File: config.mk
export PLATFORM = sky130hd
export DESIGN_NAME = mem_arbiter
export DESIGN_NICKNAME = d
export VERILOG_FILES = /design/src/rtl/mem_arbiter.sv
export SDC_FILE = /design/constraint.sdc
export NUM_CORES = 1
export LEC_CHECK = 0
export CORE_AREA = 3 3 273 275
export DETAILED_ROUTE_END_ITERATION = 6
export DIE_AREA = 0 0 276 278
export PLACE_DENSITY = 0.51
export SETUP_SLACK_MARGIN = 0.4
export SKIP_LAST_GASP = 1
export SLEW_MARGIN = 10
export SYNTH_ARGS = -nofsm -noshare
export SYNTH_HDL_FRONTEND = slang
export SYNTH_SLANG_ARGS = --single-unit
File: constraint.sdc
create_clock -name clk_i -period 1.7 [get_ports clk_i]
set_input_delay 0.34 -clock clk_i [delete_from_list [all_inputs] [get_ports clk_i]]
set_output_delay 0.34 -clock clk_i [all_outputs]
set_load 0.01 [all_outputs]
File: src/rtl/mem_arbiter.sv
// Arbiter sharing one external memory line port between icache fills and dcache fills/writebacks.
// Optional round-robin tie-breaking is enabled by defining MEM_ARB_RR_EN; otherwise dcache wins ties.
//
// state  | meaning
// IDLE   | sample requests, latch winner into transaction registers
// BUSY   | memory request outstanding, wait for mem_ready_i
// DONE   | one-cycle valid pulse to the owning cache
module mem_arbiter #(
   parameter int ADDR_W = 20,
   parameter int LINE_W = 128
) (
   input  logic              clk_i,
   input  logic              rsn_i,
   input  logic              ic_req_i,
   input  logic [ADDR_W-1:0] ic_addr_i,
   output logic              ic_valid_o,
   output logic [LINE_W-1:0] ic_data_o,
   input  logic              dc_req_i,
   input  logic              dc_we_i,
   input  logic [ADDR_W-1:0] dc_addr_i,
   input  logic [LINE_W-1:0] dc_wdata_i,
   output logic              dc_valid_o,
   output logic [LINE_W-1:0] dc_data_o,
   output logic              mem_req_o,
   output logic              mem_we_o,
   output logic [ADDR_W-1:0] mem_addr_o,
   output logic [LINE_W-1:0] mem_wdata_o,
   input  logic              mem_ready_i,
   input  logic [LINE_W-1:0] mem_rdata_i,
   output logic              busy_o
);

   typedef enum logic [1:0] {
      S_IDLE = 2'd0,
      S_BUSY = 2'd1,
      S_DONE = 2'd2
   } state_t;

   state_t              r_state;
   state_t              w_state_nxt;
   logic                r_owner;
   logic                r_we;
   logic [ADDR_W-1:0]   r_addr;
   logic [LINE_W-1:0]   r_wdata;
   logic [LINE_W-1:0]   r_ic_data;
   logic [LINE_W-1:0]   r_dc_data;
   logic                w_start;
   logic                w_grant_dc;
   logic [ADDR_W-1:0]   w_addr_sel;

   assign w_start = ic_req_i | dc_req_i;

`ifdef MEM_ARB_RR_EN
   // r_last_dc: 0 = icache granted last, 1 = dcache granted last
   logic r_last_dc;

   always_ff @(posedge clk_i or negedge rsn_i) begin
      if (!rsn_i)
         r_last_dc <= 1'b0;
      else if (r_state == S_IDLE && w_start)
         r_last_dc <= w_grant_dc;
   end

   assign w_grant_dc = dc_req_i & (~ic_req_i | ~r_last_dc);
`else
   assign w_grant_dc = dc_req_i;
`endif

   assign w_addr_sel = w_grant_dc ? dc_addr_i : ic_addr_i;

   always_ff @(posedge clk_i or negedge rsn_i) begin
      if (!rsn_i)
         r_state <= S_IDLE;
      else
         r_state <= w_state_nxt;
   end

   always_ff @(posedge clk_i or negedge rsn_i) begin
      if (!rsn_i) begin
         r_owner <= 1'b0;
         r_we    <= 1'b0;
         r_addr  <= '0;
         r_wdata <= '0;
      end else if (r_state == S_IDLE && w_start) begin
         r_owner <= w_grant_dc;
         r_we    <= w_grant_dc & dc_we_i;
         r_addr  <= {w_addr_sel[ADDR_W-1:4], 4'b0000};
         r_wdata <= w_grant_dc ? dc_wdata_i : '0;
      end
   end

   // Read data lands only in the owner's line register; writebacks leave both untouched
   always_ff @(posedge clk_i or negedge rsn_i) begin
      if (!rsn_i) begin
         r_ic_data <= '0;
         r_dc_data <= '0;
      end else if (r_state == S_BUSY && mem_ready_i && !r_we) begin
         if (r_owner)
            r_dc_data <= mem_rdata_i;
         else
            r_ic_data <= mem_rdata_i;
      end
   end

   always_comb begin
      w_state_nxt = r_state;
      mem_req_o   = 1'b0;
      mem_we_o    = 1'b0;
      ic_valid_o  = 1'b0;
      dc_valid_o  = 1'b0;
      busy_o      = 1'b0;
      case (r_state)
         S_IDLE: begin
            if (w_start)
               w_state_nxt = S_BUSY;
         end
         S_BUSY: begin
            mem_req_o = 1'b1;
            mem_we_o  = r_we;
            busy_o    = 1'b1;
            if (mem_ready_i)
               w_state_nxt = S_DONE;
         end
         S_DONE: begin
            ic_valid_o  = ~r_owner;
            dc_valid_o  = r_owner;
            busy_o      = 1'b1;
            w_state_nxt = S_IDLE;
         end
         default: begin
            w_state_nxt = S_IDLE;
         end
      endcase
   end

   assign mem_addr_o  = r_addr;
   assign mem_wdata_o = r_wdata;
   assign ic_data_o   = r_ic_data;
   assign dc_data_o   = r_dc_data;

endmodule

## Word level (Yosys, flattened, before mapping)

Index checks and enable logic that the tools add are counted.

- Bits in writable memories: 0
- Bits in latches: 0
- Bits in registers: 404
- Memories: 0
- Bits in read-only memories: 0
- Bits of input ports: 302

- Bitwise logic cells: 3
- Equality and inequality tests: 4
- $mul: 0
- Multiplexer cells: 10
- Reductions and logical operators: 9
- Div/mod/pow operators: 0
- $add $sub $neg: 0
- $lt $le $gt $ge: 0
- Shift-type cells: 0

Operators by type and width:

| cell | number |
|---|---|
| 128-bit 2-to-1 mux | 1 |
| 20-bit 2-to-1 mux | 1 |
| 2-bit AND reduction | 3 |
| 1-bit 2-to-1 mux | 5 |
| 2-bit 2-to-1 mux | 2 |
| 2-bit != test (second input constant) | 2 |
| 2-bit one-hot mux with 2 select lines | 1 |
| 1-bit logical AND | 3 |
| 2-bit by 1-bit == test with 1-bit output (second input constant) | 1 |
| 2-bit == test (second input constant) | 1 |
| 2-bit logical NOT | 1 |
| 2-bit OR reduction | 1 |
| 1-bit bitwise AND | 1 |
| 1-bit logical NOT | 1 |
| 1-bit NOT | 1 |
| 1-bit bitwise OR | 1 |

## Logic depth before layout (Yosys ltp)

- Word-level depth: 4
- Mapped depth: 8
- Gate-level depth less buffers: 5

## Least setup slack after synthesis

No wires, ideal clock.

- Path kind: register to register
- Start point: register r_state[1]
- End point: register r_ic_data[100], in the netlist ic_data_o[100]
- Stages on the path, launching flop included: 7
- Path slack: -42 ps
- Setup time: 125 ps
- Arrival: 1,617 ps
- Path buffers: 2
- Data required time: 1,575 ps
- Cells stage by stage: dfrtp_1 inv_1 ha_1 and4bb_4 buf_12 buf_12 mux2_4

- Cells in the longest elaborated chain, start to end: 4

RTL lines:

| element | line | text |
|---|---|---|
| from (decl) | 39 | `state_t r_state;` |
| from (signal assigned) | 75 | `r_state <= w_state_nxt;` |
| 2-bit by 1-bit == test with 1-bit output | 97 | `end else if (r_state == S_BUSY && mem_ready_i && !r_we) begin` |
| 1-bit logical AND (2 in a row) | 97 |  |
| 2-bit AND reduction (no source line) | -- |  |
| to (signal assigned) | 101 | `r_ic_data <= mem_rdata_i;` |
| to (decl) | 45 | `logic [LINE_W-1:0] r_ic_data;` |

Every way passes these cells.
A chain may end at the register's enable or synchronous reset.

## Worst setup path after layout

- Start point: register r_state[1]
- End point: register r_ic_data[93], in the netlist ic_data_o[93]

Same word-level chain as after synthesis.

==> results.txt <==
Detailed routing inserted a total of about 13000 vias. The largest driver fanout on the critical path is 5. In the layout the commonest cells are sky130_fd_sc_hd__dfrtp_1 (402), sky130_fd_sc_hd__clkdlybuf4s50_1 (291), sky130_fd_sc_hd__nand2_1 (277), sky130_fd_sc_hd__buf_6 (233), sky130_fd_sc_hd__buf_2 (180). The initial standard-cell utilization of the core came out at 0.222.

The count of input and output buffers came out at around 700. The nature of the critical path startpoint is a register. In the finished design, the share of the clock period the worst path needs comes to 1.12. The initial DRC count came out at 402. By startpoint and endpoint, the worst setup path is classified as reg2reg. The library cell used most frequently in the layout, excluding fill and tap cells, is sky130_fd_sc_hd__dfrtp_1. The number of global-route vias before repair is about 13000. Summed over all nets, the half-perimeter wirelength after detailed placement is between 40000 and 50000 um. For the finished layout, the period the worst path requires is roughly 1.9 ns.

The tree is rooted in a sky130_fd_sc_hd__clkbuf_16. The synthesized area per cell is about 13 um2. For this run, the register share of the synthesized area comes to 0.628. Clock skew on the completed layout was measured at 0.0174 ns. The overall die height came out at roughly 280 um. The total clock buffers created by CTS came out at 47. The endpoint class of the critical path is a register. In the final design database the tool counted 2366 nets. The maximum operating frequency is approximately 520 MHz. The overall track demand over capacity in global routing is 0.144. The final estimated routing congestion in global placement came out at a little over 0.8. The mean routed wirelength per cell is roughly 19 um. The overall die area came out at 76700 um2. The horizontal die dimension came out at between 200 and 300 um. The number of clock sinks came out at 404. The cell row count is 99. After layout, the design draws a total of between 50000 and 60000 uW. For this run, the number of standard cells in the final layout without fillers is between 3000 and 4000. The detailed-route DRC error count is 0. The fraction of layout instances using a drive strength above 1 is 0.449. The total area inside the core boundary comes to a little over 70000 um2.

The netlist area before placement came out at ~16000 um2. The cell depth of the worst flop-to-flop path is 8. The detailed-route wire length came out at ~58000 um.

The post-synthesis cell type count came out at 23. The final reports fail on negative setup slack. The flow ran to the end, but the final reports show violations. The worst setup margin is -0.210 ns.

The number of levels the H-tree was split into is 2. Dividing total power by cell area gives a power density of just under 2000 nW/um2. The first global-routing pass estimated between 80000 and 90000 um of wire.

The tightest hold margin came out at around 0.13 ns. The number of placed instances with taps included came out at 2852. The worst hold path belongs to the class in2reg. For the worst setup path, the data required time is approximately 2.1 ns.

The clock-pin slew on the worst setup and hold paths came out at approximately 0.060 ns. Using the TritonRoute via totals, the vias-per-cell ratio works out to 4.09. From synthesis to final layout, the design area changed by 66.7%. The number of storage elements in the synthesis netlist is ~400. Setup repair after global routing could not meet its margin everywhere. Yosys printed 0 warnings. The total overflow left after global routing is 0. The cell count after synthesis came out at 1198. For the worst setup path, the data arrival time is 2.34 ns.

Summed over all cells, the static leakage comes to about 0.013 uW. The number of top-level pins came out at ~700. The final cell utilization of the core came out at 0.370.

The latest clock arrival within the worst-skew pair came out at around 0.58 ns. The pin count of the biggest net entering global routing is 65. The number of pins with negative max-slew slack in the final report was 0.

The final hold violation count came out at 0. The deepest clock path buffer count came out at 3. The number of optimization iterations in the first detailed-route pass is 4. The number of instances on the worst hold path came out at 3. The clock tree from TritonCTS is built. The number of failing setup endpoints in the final timing report came out at 260.

The initial antenna violation count is 2. The max-capacitance violation count came out at 0. The peak ir drop on the vdd network is between 0.8 and 0.9 mV. The remaining antenna violation count after routing is 0.
## power by group
| part | switching, uW | leakage, uW | internal (uW) | total (uW) |
|---|---|---|---|---|
| sequential | 3170 | 0.00497 | 14500 | 17700 |
| clock | 4110 | 0.000774 | 6070 | 10200 |
| combinational | 10400 | 0.00724 | 14300 | 24700 |
| total | 17700 | 0.0130 | 34900 | 52600 |
## sequential cells by signal (all words and copies together) (netlist names)
name         flops
ic_data_o      128
mem_addr_o      16
r_owner          1
mem_wdata_o    128
r_we             1
dc_data_o      128
r_state          2
## stage by stage
step / TNS, ns / worst slack (ns) / instance area (um2)
2_1_floorplan: 0 / 0.0780 / 16200
3_3_place_gp: -53.10 / -0.321 / 24600
3_5_place_dp: -63.35 / -0.365 / 24600
4_1_cts: -26.07 / -0.245 / 26600
5_1_grt: -54.71 / -0.267 / 26800
6_report: -39.24 / -0.210 / 26900
## cell type report
cell class	count	area, um2
clock buffer	70	1380
tap	959	1200
fill	7114	45700
timing repair buffer	890	8500
clock inverter	15	176
multi-input combinational	714	5470
antenna	1	2.50
inverter	2	7.51
sequential	404	10100
## repair_timing
action                                  CTS  global route
hold buffers                              1             0
pin swaps                                 2             1
endpoints found under the hold margin   290             0
gates resized for setup                1962            28
buffers inserted                        100             8
gates cloned                              4             4
setup endpoints to repair               809           809
## cell families (layout without fill, tap and decap cells)
| family | Yosys count | in the layout | share of synthesized area |
|---|---|---|---|
| flip-flops | 404 | 404 | 0.628 |
| buffers and inverters | 83 | 977 | 0.0402 |
| multiplexers | 274 | 274 | 0.214 |
| AND/OR/NAND/NOR | 413 | 413 | 0.108 |
| other | 1 | 5 | 0.000233 |
| AO/OA/AOI/OAI | 18 | 18 | 0.00583 |
| adder cells (fa/ha/maj) | 5 | 5 | 0.00388 |
## synth_stat cells
| cell type | n | area, um2 |
|---|---|---|
| sky130_fd_sc_hd__buf_12 | 11 | 220 |
| sky130_fd_sc_hd__buf_1 | 10 | 37.5 |
| sky130_fd_sc_hd__nand2_1 | 277 | 1040 |
| sky130_fd_sc_hd__mux2i_1 | 16 | 160 |
| sky130_fd_sc_hd__dfrtp_1 | 404 | 10100 |
| sky130_fd_sc_hd__o21ai_0 | 16 | 80.1 |
| sky130_fd_sc_hd__and2_1 | 2 | 12.5 |
| sky130_fd_sc_hd__clkbuf_1 | 23 | 86.3 |
| sky130_fd_sc_hd__nor2_1 | 1 | 3.75 |
| sky130_fd_sc_hd__and4bb_4 | 1 | 16.3 |
| sky130_fd_sc_hd__mux2_4 | 103 | 1550 |
| sky130_fd_sc_hd__o21ai_2 | 1 | 8.76 |
| sky130_fd_sc_hd__mux2_2 | 155 | 1750 |
| sky130_fd_sc_hd__inv_1 | 2 | 7.51 |
| sky130_fd_sc_hd__nand3_1 | 129 | 646 |
| sky130_fd_sc_hd__ha_1 | 5 | 62.6 |
| sky130_fd_sc_hd__buf_6 | 15 | 169 |
| sky130_fd_sc_hd__a21oi_1 | 1 | 5.00 |
| sky130_fd_sc_hd__conb_1 | 1 | 3.75 |
| sky130_fd_sc_hd__buf_4 | 7 | 52.6 |
| sky130_fd_sc_hd__buf_2 | 15 | 75.1 |
| sky130_fd_sc_hd__nor2b_1 | 2 | 12.5 |
| sky130_fd_sc_hd__nand4b_1 | 1 | 8.76 |
## critical path, stage by stage (launching register included)
cell	delay, ns
sky130_fd_sc_hd__dfrtp_1	0.39
sky130_fd_sc_hd__inv_2	0.08
sky130_fd_sc_hd__ha_4	0.14
sky130_fd_sc_hd__buf_6	0.09
sky130_fd_sc_hd__and4bb_4	0.32
sky130_fd_sc_hd__clkbuf_16	0.21
sky130_fd_sc_hd__buf_12	0.12
sky130_fd_sc_hd__clkbuf_16	0.14
sky130_fd_sc_hd__mux2_4	0.29
## routing by layer
metal  part of all wire  vias to the layer above  track usage
met4              0.028                        2       0.0431
met1               0.39                     6131        0.166
li1                   -                     5751            -
met3              0.089                       89       0.0543
met2               0.50                      530        0.249
met5            0.00023                        -            0
## path summary, 6_finish.rpt
check                                      from               to  slack, ns
worst min-delay path                   dc_req_i          r_owner       0.13
worst max register to register       r_state[1]    ic_data_o[93]      -0.21
worst max-delay path                 r_state[1]    ic_data_o[93]      -0.21
min in group asynchronous                 rsn_i    ic_data_o[64]       0.29
worst min register to register  mem_wdata_o[65]  mem_wdata_o[65]       0.46
max in group asynchronous                 rsn_i  mem_wdata_o[47]       0.71
Note: power is estimated with default switching activity, not from simulation.
